**config.mk**
```make
export PLATFORM = sky130hd
export DESIGN_NAME = pc_fetch_gen_flat
export DESIGN_NICKNAME = d
export VERILOG_FILES = /design/src/rtl/pc_fetch_gen_pkg.sv /design/src/rtl/pc_fetch_gen_if.sv /design/src/rtl/pc_fetch_gen_redir_arb.sv /design/src/rtl/pc_fetch_gen.sv /design/src/flat_wrapper.sv
export SDC_FILE = /design/constraint.sdc
export NUM_CORES = 1
export LEC_CHECK = 0
export BUFFER_PORTS_ARGS = -buffer_cell sky130_fd_sc_hd__buf_2
export CAP_MARGIN = 10
export CORE_AREA = 2 2 122 124
export DETAILED_ROUTE_END_ITERATION = 12
export DIE_AREA = 0 0 124 126
export PLACE_DENSITY = 0.58
export SYNTH_ARGS = -nofsm -noshare
export SYNTH_HDL_FRONTEND = slang
export SYNTH_SLANG_ARGS = --single-unit
```
**constraint.sdc**
```tcl
create_clock -name clk -period 2.6 [get_ports clk]
set_clock_uncertainty 0.2 [all_clocks]
set_input_delay 0.13 -clock clk [delete_from_list [all_inputs] [get_ports clk]]
set_output_delay 0.13 -clock clk [all_outputs]
set_load 0.01 [all_outputs]
```
**src/rtl/pc_fetch_gen_pkg.sv**
```systemverilog
// Shared types and defaults for the IF-stage fetch-address generator.
package rv_fetch_pkg;

    typedef enum logic [1:0] {
        BOOT = 2'd0,
        RUN  = 2'd1,
        HALT = 2'd2
    } state_t;

    localparam int XLEN_DEF = 32;
    localparam int INC_DEF  = 4;

endpackage

```
**src/rtl/pc_fetch_gen_if.sv**
```systemverilog
// Fetch-request handshake, redirect inputs and misalign reporting bundled between
// the fetch generator (master) and the surrounding IF stage / imem (slave).
interface pc_fetch_gen_if
    import rv_fetch_pkg::*;
#(
    parameter int XLEN    = XLEN_DEF,
    parameter int NUM_RDR = 3
)();

    logic                    stall;
    logic [NUM_RDR-1:0]      redir_valid;
    logic [NUM_RDR*XLEN-1:0] redir_target;
    logic                    fetch_valid;
    logic                    fetch_ready;
    logic [XLEN-1:0]         fetch_pc;
    logic [XLEN-1:0]         fetch_pc_nxt;
    logic [NUM_RDR-1:0]      redir_taken;
    logic                    misalign_err;
    logic [XLEN-1:0]         misalign_addr;

    modport master (
        input  stall, redir_valid, redir_target, fetch_ready,
        output fetch_valid, fetch_pc, fetch_pc_nxt, redir_taken, misalign_err, misalign_addr
    );

    modport slave (
        output stall, redir_valid, redir_target, fetch_ready,
        input  fetch_valid, fetch_pc, fetch_pc_nxt, redir_taken, misalign_err, misalign_addr
    );

endinterface

```
**src/rtl/pc_fetch_gen_redir_arb.sv**
```systemverilog
// Fixed-priority redirect arbiter: lowest-index valid source wins; also flags
// a winning target whose low IALIGN bits are not zero.
module pc_redir_arb
    import rv_fetch_pkg::*;
#(
    parameter int NUM_RDR = 3,
    parameter int XLEN    = XLEN_DEF,
    parameter int IALIGN  = 2
)(
    input  logic [NUM_RDR-1:0]      i_redir_valid,
    input  logic [NUM_RDR*XLEN-1:0] i_redir_target,
    output logic                    o_any_redir,
    output logic [NUM_RDR-1:0]      o_redir_taken,
    output logic [XLEN-1:0]         o_target,
    output logic                    o_misaligned
);

    localparam logic [XLEN-1:0] ALIGN_MASK = (XLEN'(1) << IALIGN) - XLEN'(1);

    // Scan from lowest priority upward so the last hit is the highest-priority source.
    always_comb begin
        o_any_redir   = 1'b0;
        o_redir_taken = '0;
        o_target      = '0;
        for (int i = NUM_RDR - 1; i >= 0; i--) begin
            if (i_redir_valid[i]) begin
                o_any_redir      = 1'b1;
                o_redir_taken    = '0;
                o_redir_taken[i] = 1'b1;
                o_target         = i_redir_target[i*XLEN +: XLEN];
            end
        end
    end

    assign o_misaligned = o_any_redir & (|(o_target & ALIGN_MASK));

endmodule

```
**src/rtl/pc_fetch_gen.sv**
```systemverilog
// Fetch PC register and BOOT/RUN/HALT control at the head of the IF stage;
// presents fetch_pc to imem over valid/ready and applies prioritised redirects.
module pc_fetch_gen
    import rv_fetch_pkg::*;
#(
    parameter int              XLEN      = XLEN_DEF,
    parameter logic [XLEN-1:0] RESET_VEC = '0,
    parameter int              INC       = INC_DEF,
    parameter int              IALIGN    = 2,
    parameter int              NUM_RDR   = 3
)(
    input  logic           clk,
    input  logic           rst_n,
    pc_fetch_gen_if.master fetch_if
);

    state_t             r_state;
    state_t             w_next_state;
    logic [XLEN-1:0]    r_pc;
    logic [XLEN-1:0]    w_pc_inc;
    logic [XLEN-1:0]    w_pc_next;
    logic               r_misalign_err;
    logic [XLEN-1:0]    r_misalign_addr;
    logic               w_any_redir;
    logic               w_misaligned;
    logic [NUM_RDR-1:0] w_redir_taken;
    logic [XLEN-1:0]    w_redir_target;
    logic               w_fetch_valid;
    logic               w_accept;

    pc_redir_arb #(
        .NUM_RDR (NUM_RDR),
        .XLEN    (XLEN),
        .IALIGN  (IALIGN)
    ) u_arb (
        .i_redir_valid  (fetch_if.redir_valid),
        .i_redir_target (fetch_if.redir_target),
        .o_any_redir    (w_any_redir),
        .o_redir_taken  (w_redir_taken),
        .o_target       (w_redir_target),
        .o_misaligned   (w_misaligned)
    );

    assign w_pc_inc = r_pc + XLEN'(INC);
    assign w_accept = w_fetch_valid & fetch_if.fetch_ready;

    always_ff @(posedge clk or negedge rst_n) begin
        if (!rst_n) begin
            r_state <= BOOT;
        end else begin
            r_state <= w_next_state;
        end
    end

    // A redirect overrides everything, including a HALT; only its alignment picks RUN vs HALT.
    always_comb begin
        w_next_state = r_state;
        if (w_any_redir) begin
            w_next_state = w_misaligned ? HALT : RUN;
        end else if (r_state == BOOT) begin
            w_next_state = RUN;
        end
    end

    always_comb begin
        w_fetch_valid = (r_state == RUN) & ~fetch_if.stall;
    end

    // Redirect beats the handshake: an accepted fetch in the same cycle still loads the target.
    always_comb begin
        w_pc_next = r_pc;
        if (w_any_redir) begin
            if (!w_misaligned) begin
                w_pc_next = w_redir_target;
            end
        end else if (w_accept) begin
            w_pc_next = w_pc_inc;
        end
    end

    always_ff @(posedge clk or negedge rst_n) begin
        if (!rst_n) begin
            r_pc <= RESET_VEC;
        end else begin
            r_pc <= w_pc_next;
        end
    end

    always_ff @(posedge clk or negedge rst_n) begin
        if (!rst_n) begin
            r_misalign_err  <= 1'b0;
            r_misalign_addr <= '0;
        end else begin
            r_misalign_err <= w_misaligned;
            if (w_misaligned) begin
                r_misalign_addr <= w_redir_target;
            end
        end
    end

    assign fetch_if.fetch_valid   = w_fetch_valid;
    assign fetch_if.fetch_pc      = r_pc;
    assign fetch_if.fetch_pc_nxt  = w_pc_inc;
    assign fetch_if.redir_taken   = w_redir_taken;
    assign fetch_if.misalign_err  = r_misalign_err;
    assign fetch_if.misalign_addr = r_misalign_addr;

endmodule

```
**src/flat_wrapper.sv**
```systemverilog
// flat-port wrapper written by rule: the top's interface ports become plain ports
module pc_fetch_gen_flat import rv_fetch_pkg::*;
#(
    parameter int              XLEN      = XLEN_DEF,
    parameter logic [XLEN-1:0] RESET_VEC = '0,
    parameter int              INC       = INC_DEF,
    parameter int              IALIGN    = 2,
    parameter int              NUM_RDR   = 3
)
  (clk, rst_n, fetch_if_stall, fetch_if_redir_valid, fetch_if_redir_target, fetch_if_fetch_ready, fetch_if_fetch_valid, fetch_if_fetch_pc, fetch_if_fetch_pc_nxt, fetch_if_redir_taken, fetch_if_misalign_err, fetch_if_misalign_addr);
  pc_fetch_gen_if #(.XLEN(XLEN), .NUM_RDR(NUM_RDR)) fetch_if_i ();
  input  logic clk;
  input  logic rst_n;
  input wire logic [$bits(fetch_if_i.stall)-1:0] fetch_if_stall;
  input wire logic [$bits(fetch_if_i.redir_valid)-1:0] fetch_if_redir_valid;
  input wire logic [$bits(fetch_if_i.redir_target)-1:0] fetch_if_redir_target;
  input wire logic [$bits(fetch_if_i.fetch_ready)-1:0] fetch_if_fetch_ready;
  output wire logic [$bits(fetch_if_i.fetch_valid)-1:0] fetch_if_fetch_valid;
  output wire logic [$bits(fetch_if_i.fetch_pc)-1:0] fetch_if_fetch_pc;
  output wire logic [$bits(fetch_if_i.fetch_pc_nxt)-1:0] fetch_if_fetch_pc_nxt;
  output wire logic [$bits(fetch_if_i.redir_taken)-1:0] fetch_if_redir_taken;
  output wire logic [$bits(fetch_if_i.misalign_err)-1:0] fetch_if_misalign_err;
  output wire logic [$bits(fetch_if_i.misalign_addr)-1:0] fetch_if_misalign_addr;
  assign fetch_if_i.stall = fetch_if_stall;
  assign fetch_if_i.redir_valid = fetch_if_redir_valid;
  assign fetch_if_i.redir_target = fetch_if_redir_target;
  assign fetch_if_i.fetch_ready = fetch_if_fetch_ready;
  assign fetch_if_fetch_valid = fetch_if_i.fetch_valid;
  assign fetch_if_fetch_pc = fetch_if_i.fetch_pc;
  assign fetch_if_fetch_pc_nxt = fetch_if_i.fetch_pc_nxt;
  assign fetch_if_redir_taken = fetch_if_i.redir_taken;
  assign fetch_if_misalign_err = fetch_if_i.misalign_err;
  assign fetch_if_misalign_addr = fetch_if_i.misalign_addr;
  pc_fetch_gen #(.XLEN(XLEN), .RESET_VEC(RESET_VEC), .INC(INC), .IALIGN(IALIGN), .NUM_RDR(NUM_RDR)) u_core (.clk(clk), .rst_n(rst_n), .fetch_if(fetch_if_i));
endmodule
```
==> results.cfg, run 1 <==
[detailed_routing]
routed_via_density = 5.127
drtAntennaViolNets = 0
wl_per_cell_um = 17.36
num_vias = 4635
drt-initial-drc-count = 226
drc_errors = 0
drt-pass1-iter-count = 4
wirelength_um = 15690

[min_path]
hold_path_class = in -> reg
min_from = fetch_if_redir_target[20]

[sta]
fin_crit_sh = 0.9462
setup_viol = 0
tns_ps = 0
worstMarginPinSlew_ps = 1016
drv_slew = 0
fin_crit_ps = 2460
fmax_mhz = 406.5
hold_violations = 0
relSlewSlack = 0.3172
grt_setup_unrepaired = false

[finish]
nets = 819
drive_gt1_frac = 0.4208
nFillCells = 1469
final_util = 0.4264
final_cell_mix = buf_2 (202), dfrtp_1 (58), nand2_1 (54), o21ai_0 (52), nor2_1 (45)
syn2layout_area_growth_pct = 44.45
final_common_cell = buf_2
diodes = 0

[job]
drv_cap = 0

[grt]
gr-total-overflow = 0
grt_max_degree = 68
grt_pass1_vias = 4394
antenna_found_initial = 0
grt_pass1_wl_um = 24250
grt_usage = 0.2008

[floorplanning]
chipWidth_um = 124
core_area_um2 = 14310
die_area_um2 = 15620
io_pins = 204
rows = 44
die_h_um = 126
initial_core_util = 0.2952

[worst_setup_path]
reg2reg_from = u_core.fetch_if.fetch_pc[12]
cp_max_fo = 9
startpoint = u_core.fetch_if.fetch_pc[6]
arrival_ps = 2130
setup.worst_path.class = reg -> out
end_kind = primary output
cp.required_ps = 2270
start_kind = flop

[yosys]
synth-seq-cells = 67
synth_cells = 492
synth_flop_cell = dfrtp_1
avgSynthCellArea_um2 = 8.588
synth_nets = 596
synth-seq-area-share = 0.3968
ys_types = 54
synth-edff-count = 0
async_reset_ff_frac = 1.000
yosys_warnings = 0
netlist_area_um2 = 4225

[clock_network]
clkSinkCount = 67
clock_path_buffers = 2
clkTransAtPathRegs_ps = 60
clk_latency_ps = 330
cts_buffers = 9
cts_tree = done
htreeDepth = 3
cts-root-buf = clkbuf_16

[placement]
port_buffers = 203
hpwl_um = 12010
routabilityCongestion = 0.8908

[pwr]
vdd_drop_max_uv = 274.5
powerDensity_nw_per_um2 = 679.4
leakage_nw = 2.849

[status]
outcome = complete, no violations
## through the flow
stage	cells	setup WS [ps]	total power, mW	instance area (um^2)	hold WS (ps)
detailed placement	874	157.7	2.785	5563	134.1
global route	904	10.34	4.396	6103	59.84
floorplan	492	402.0	2.130	4225	-365.6
global placement	874	206.5	2.759	5563	131.0
CTS	902	10.55	4.170	6035	9.736
finish	904	139.9	4.147	6103	3.941
## flip-flops by register name, indices dropped and copies added, names as in the netlist
register                       flops
u_core.fetch_if.fetch_pc          32
u_core.fetch_if.misalign_addr     32
u_core.r_state                     2
u_core.fetch_if.misalign_err       1
## final cells by class
type	count	area [um^2]	share of cell area
clock inverters	4	72.57	0.01189
flip-flops and latches	67	1688	0.2765
multi-input cells	378	2432	0.3985
clock buffers	12	256.5	0.04203
well taps	184	230.2	0.03772
repair buffers	247	1379	0.2259
inverters	12	45.04	0.007380
## timing repair
action	CTS	global route
hold buffers	12	0
buffers inserted	0	2
hold endpoints to repair	87	0
resized for setup	5	17
gates cloned	0	0
endpoints found under the setup margin	4	11
pin swaps	0	1
## routing by layer
metal	share of wire	global-route usage	wire length [um]
met1	0.46	0.2798	7214
met2	0.48	0.3245	7465
met3	0.055	0.03533	870
met4	0.0092	0.04627	144
met5	0	0	0
## power breakdown
part           leakage [nW]  switching (mW)  internal, mW  total [mW]
registers             0.798           0.246          1.23        1.48
logic                  1.89           0.733         0.581        1.31
clock network         0.159           0.461         0.891        1.35
total                  2.85            1.44          2.71        4.15
## critical path, stage by stage, from the launching register on
cell     delay, ps
dfrtp_2        460
nand4_4        210
or4_4          600
nor3_1         240
xor2_1         160
buf_2          140
## path summary, 6_finish.rpt
path	slack, ps	cells after the start	end
setup / recovery	140	5	fetch_if_fetch_pc_nxt[21]
hold / removal	4	4	u_core.fetch_if.misalign_addr[20]
setup reg to reg	190	5	u_core.fetch_if.fetch_pc[20]
hold reg to reg	270	2	u_core.fetch_if.misalign_addr[9]
max in group asynchronous	1270	2	u_core.fetch_if.fetch_pc[2]
min in group asynchronous	280	2	u_core.fetch_if.misalign_addr[25]
## cells in the mapped netlist (all sizes together) (2+ instances only)
cell type  instances  area (um^2)
a211oi            11        82.58
a21oi             21        105.1
a221o              3        30.03
a221oi             6        52.55
a22o               2        17.52
a22oi             29        217.7
a311oi             4        35.03
a31oi              5        31.28
and2               7        43.79
and3               8        55.05
and4               3        26.28
buf               11        62.56
clkbuf            24        90.09
dfrtp             67         1677
inv               12        45.04
mux2              17        191.4
nand2             54        202.7
nand3             13        70.07
nand3b             2        15.01
nand4              7        58.81
nor2              47        176.4
nor2b              2        12.51
nor3              23        131.4
nor3b              2        15.01
nor4               7        58.81
nor4bb             2        20.02
o21ai             52        260.3
o22ai              2        12.51
o2bb2ai            4        35.03
o31a               3        26.28
or4                2        18.77
xnor2             17        148.9
xor2              12        105.1
## cells by family after synthesis
group | after synthesis | synth area share
buf+inv | 47 | 0.04679
compound gates | 150 | 0.2310
simple gates | 181 | 0.2171
fa+ha+maj | 1 | 0.002961
flops | 67 | 0.3968
mux | 17 | 0.04531
xor+xnor | 29 | 0.06011
Note: power is estimated with default switching activity, not from simulation.
==> run 2, diff against run 1 <==
Settings changed: PLACE_DENSITY 0.58 to 0.62.
==> run 2 against run 1 <==
Power is 1.2% lower. First-iteration DRC count is 20% higher. Utilization is 0.26 points lower. Combinational power hardly changed. Flip-flop and latch count stayed put. Register-to-register slack better by 60 ps. Critical path type unchanged. Largest cell class unchanged. Highest routed layer unchanged.
==> results.cfg, run 2 (synthesis gave the netlist of run 1 again) <==
[worst_setup_path]
setup.worst_path.class = reg -> out
crit_path_cell_trace = ha_1 > nand3_1 > buf_4 > nor4_2 > buf_4 > nand3_1 > xnor2_1 > buf_2
cp_max_fo = 7
cp.required_ps = 2270
start_kind = flop
arrival_ps = 2140
cp_slowest_stage_delay_ps = 420
slowest_stage = dfrtp_2
end_kind = primary output
crit_family = buffers and inverters
critPathBufInv = 3

[clock_network]
clkTransAtPathRegs_ps = 60
clk_latency_ps = 340
cts-root-buf = clkbuf_16
cts_tree = done
cts_buffers = 9
htreeDepth = 3
clock_path_buffers = 2
clkSinkCount = 67

[sta]
setup_viol = 0
fin_crit_ps = 2472
fin_crit_sh = 0.9507
tns_ps = 0
drv_slew = 0
grt_setup_unrepaired = true
hold_ws_ps = 11.47
fmax_mhz = 404.6
worstMarginPinSlew_ps = 1086
hold_violations = 0
relSlewSlack = 0.2699

[detailed_routing]
drtAntennaViolNets = 0
drc_errors = 0
wl_per_cell_um = 17.15
wirelength_um = 15490
drt-pass1-iter-count = 7
routed_via_density = 5.134
num_vias = 4636
drt-initial-drc-count = 272

[floorplanning]
core_area_um2 = 14310
die_h_um = 126
rows = 44
chipWidth_um = 124
io_pins = 204
initial_core_util = 0.2952
die_area_um2 = 15620

[finish]
nFillCells = 1473
final_cell_mix = buf_2 (202), dfrtp_1 (60), nand2_1 (54), o21ai_0 (52), nor2_1 (46)
multi_input_area_um2 = 2414
nets = 818
instances_no_fill = 903
final_common_cell = buf_2
ff_latch_area_um2 = 1685
syn2layout_area_growth_pct = 43.56
drive_gt1_frac = 0.4117
diodes = 0

[grt]
grt_pass1_vias = 4477
grt_pass1_wl_um = 24430
grt_usage = 0.2031
gr-total-overflow = 0
grt_max_degree = 68
antenna_found_initial = 0

[placement]
hpwl_um = 11730
routabilityCongestion = 0.8846
dp.cells = 874
port_buffers = 203

[min_path]
hold_path_class = in -> reg

[pwr]
leakage_nw = 2.830
powerDensity_nw_per_um2 = 675.6
vdd_drop_max_uv = 355.2

[status]
outcome = complete, no violations

[job]
drv_cap = 0
run 2: per-layer routing:
layer | GRT usage | vias to the layer above | routed length [um]
met5 | 0 | - | 0
met4 | 0.05354 | 0 | 235
met3 | 0.04393 | 15 | 996
met2 | 0.3106 | 174 | 7088
met1 | 0.2900 | 2190 | 7166
li1 | - | 2257 | -
run 2: per-stage QoR:
stage | power, mW | worst slack [ps] | cell area [um^2] | util
after floorplan | 2.130 | 402.0 | 4225 | -
after global placement | 2.765 | 270.7 | 5563 | 0.3886
after detailed placement | 2.774 | 278.6 | 5563 | 0.3886
after CTS | 4.129 | 11.92 | 6021 | 0.4206
after global routing | 4.349 | -0.7656 | 6066 | 0.4238
final | 4.098 | 128.1 | 6066 | 0.4238
run 2: where the power goes:
part	internal, mW	leakage, nW	total, mW	switching, mW
combinational	0.578	1.87	1.30	0.726
sequential	1.23	0.800	1.47	0.242
clock	0.837	0.159	1.32	0.482
run 2: worst register-to-register path, stage by stage, from the launching register on:
cell      delay (ps)
dfrtp_1          500
nand2_1          160
or4_4            600
nor4_4           450
a211oi_1         130
a311oi_1         200
run 2: layout make-up:
type / instances / share of cell area
Clock buffer: 9 / 0.03713
Clock inverter: 7 / 0.01526
Inverter: 12 / 0.007426
Multi-Input combinational cell: 378 / 0.3979
Sequential cell: 67 / 0.2778
Tap cell: 184 / 0.03795
Timing Repair Buffer: 246 / 0.2265
run 2: repair_timing:
item,in CTS,in global routing
buffers inserted,0,0
gates cloned,0,0
gates resized for setup,2,13
endpoints found under the hold margin,88,0
hold buffers,13,0
setup endpoints to repair,3,12
run 2: path summary, 6_finish.rpt:
check                           cells after the start                                 to                               from  slack, ps
worst max-delay path                                8          fetch_if_fetch_pc_nxt[28]        u_core.fetch_if.fetch_pc[2]        130
worst min-delay path                                4  u_core.fetch_if.misalign_addr[25]          fetch_if_redir_target[25]         10
worst max register to register                      5       u_core.fetch_if.fetch_pc[20]       u_core.fetch_if.fetch_pc[13]        250
worst min register to register                      2  u_core.fetch_if.misalign_addr[21]  u_core.fetch_if.misalign_addr[21]        270
max in group asynchronous                           2        u_core.fetch_if.fetch_pc[3]                              rst_n       1250
min in group asynchronous                           2       u_core.fetch_if.fetch_pc[27]                              rst_n        270
==> run 3, diff against run 2 <==
Settings changed: CELL_PAD_IN_SITES_DETAIL_PLACEMENT from default to 2, CELL_PAD_IN_SITES_GLOBAL_PLACEMENT from default to 2, CORE_AREA 2 2 122 124 to 2 2 131 133, DIE_AREA 0 0 124 126 to 0 0 133 135, PLACE_DENSITY 0.62 to 0.88, REMOVE_ABC_BUFFERS from default to 1.
==> run 3 against run 2 <==
Worst hold slack got worse by 0.65 ps. Setup slack got worse by 130 ps. First-iteration DRC count decreased by 17%.
==> results.cfg, run 3 (synthesis gave the netlist of run 1 again) <==
[pwr]
powerDensity_nw_per_um2 = 669.7
vdd_drop_max_uv = 295.0
leakage_nw = 2.843
total_power_mw = 4.100

[placement]
hpwl_um = 14710
dp.cells = 907
pre_cts_slack_ps = 216.2
port_buffers = 203
routabilityCongestion = 0.8502

[detailed_routing]
drt-pass1-iter-count = 4
wirelength_um = 21000
drt-initial-drc-count = 227
drc_errors = 0
drtAntennaViolNets = 0
num_vias = 5025
wl_per_cell_um = 22.29
routed_via_density = 5.334

[clock_network]
clkTransAtPathRegs_ps = 60
clock_path_buffers = 2
cts-root-buf = clkbuf_16
cts_tree = done
clkSinkCount = 67
htreeDepth = 3
cts_buffers = 9
clk_latency_ps = 340

[grt]
grt_max_degree = 70
grt_pass1_vias = 5401
gr-total-overflow = 0
grt_pass1_wl_um = 30670
grt_usage = 0.2211
antenna_found_initial = 0

[floorplanning]
die_h_um = 135
core_area_um2 = 16410
chipWidth_um = 133
die_area_um2 = 17960
rows = 47
initial_core_util = 0.2575
io_pins = 204

[sta]
setup_ws_ps = 0.8613
setup_viol = 0
fin_crit_ps = 2599
fin_crit_sh = 0.9997
hold_violations = 0
fmax_mhz = 384.7
relSlewSlack = 0.2755
drv_slew = 0
worstMarginPinSlew_ps = 1078

[worst_setup_path]
start_kind = flop
cp_max_fo = 6
crit_path_cell_trace = and4_1 > nand3_1 > nor4_1 > xnor2_1 > buf_2
setup.worst_path.class = reg -> out
end_kind = primary output
arrival_ps = 2270
cp_slowest_stage_delay_ps = 570
slowest_stage = nor4_1
cp.required_ps = 2270

[finish]
final_cell_mix = buf_2 (202), dfrtp_1 (57), nand2_1 (53), o21ai_0 (52), nor2_1 (45)
syn2layout_area_growth_pct = 44.89
final_common_cell = buf_2
instances_no_fill = 942
final_util = 0.3731
nets = 821
drive_gt1_frac = 0.4197
diodes = 0
nFillCells = 1863

[min_path]
hold_path_class = in -> reg

[job]
drv_cap = 0

[status]
outcome = complete, no violations
[run 3: worst paths after layout]
kind                                                    from                           endpoint  slack (ps)  depth (start not counted)
max                              u_core.fetch_if.fetch_pc[3]          fetch_if_fetch_pc_nxt[23]         0.9                          5
min                                fetch_if_redir_target[30]  u_core.fetch_if.misalign_addr[30]          10                          4
max reg2reg                                u_core.r_state[1]        u_core.fetch_if.fetch_pc[2]         210                          6
min reg2reg                u_core.fetch_if.misalign_addr[11]  u_core.fetch_if.misalign_addr[11]         280                          2
max in group asynchronous                              rst_n        u_core.fetch_if.fetch_pc[8]        1220                          2
min in group asynchronous                              rst_n   u_core.fetch_if.misalign_addr[3]         260                          2
[run 3: what timing repair did]
action,in CTS,in global routing
gates cloned,0,0
setup buffers,0,7
gates resized for setup,8,16
hold buffers,12,0
hold endpoints to repair,85,0
pin swaps,0,4
endpoints found under the setup margin,8,14
[run 3: cell type report]
class                           count  area, um^2  share of cell area
Clock buffer                       13       240.2             0.03924
Inverter                           12       45.04            0.007357
Clock inverter                      3       15.01            0.002452
Multi-Input combinational cell    378        2439              0.3983
Sequential cell                    67        1689              0.2759
Timing Repair Buffer              249        1419              0.2318
Tap cell                          220       275.3             0.04496
[run 3: through the flow]
stage	instance area, um^2	hold WS, ps	setup TNS (ps)
final	6122	10.82	0
after detailed placement	5615	145.9	0
after global routing	6122	30.60	-341.8
after global placement	5615	125.3	0
after CTS	6022	10.55	0
after floorplan	4073	-365.6	0
[run 3: power breakdown]
| part | leakage, nW | internal (mW) | switching (mW) |
|---|---|---|---|
| clock | 0.127 | 0.643 | 0.484 |
| sequential | 0.797 | 1.24 | 0.265 |
| combinational | 1.92 | 0.604 | 0.869 |
[run 3: layer usage]
layer / share of wire / routed length, um / track usage
met1: 0.41 / 8606 / 0.2656
met2: 0.51 / 10610 / 0.3869
met3: 0.049 / 1039 / 0.03866
met4: 0.035 / 742 / 0.1010
met5: 0 / 0 / 0
[run 3: critical path: cells and delay by family (launching register included)]
kind	cells	cell delay [ps]
xor+xnor	1	210
buf+inv	1	190
flops	1	420
simple gates	3	1110
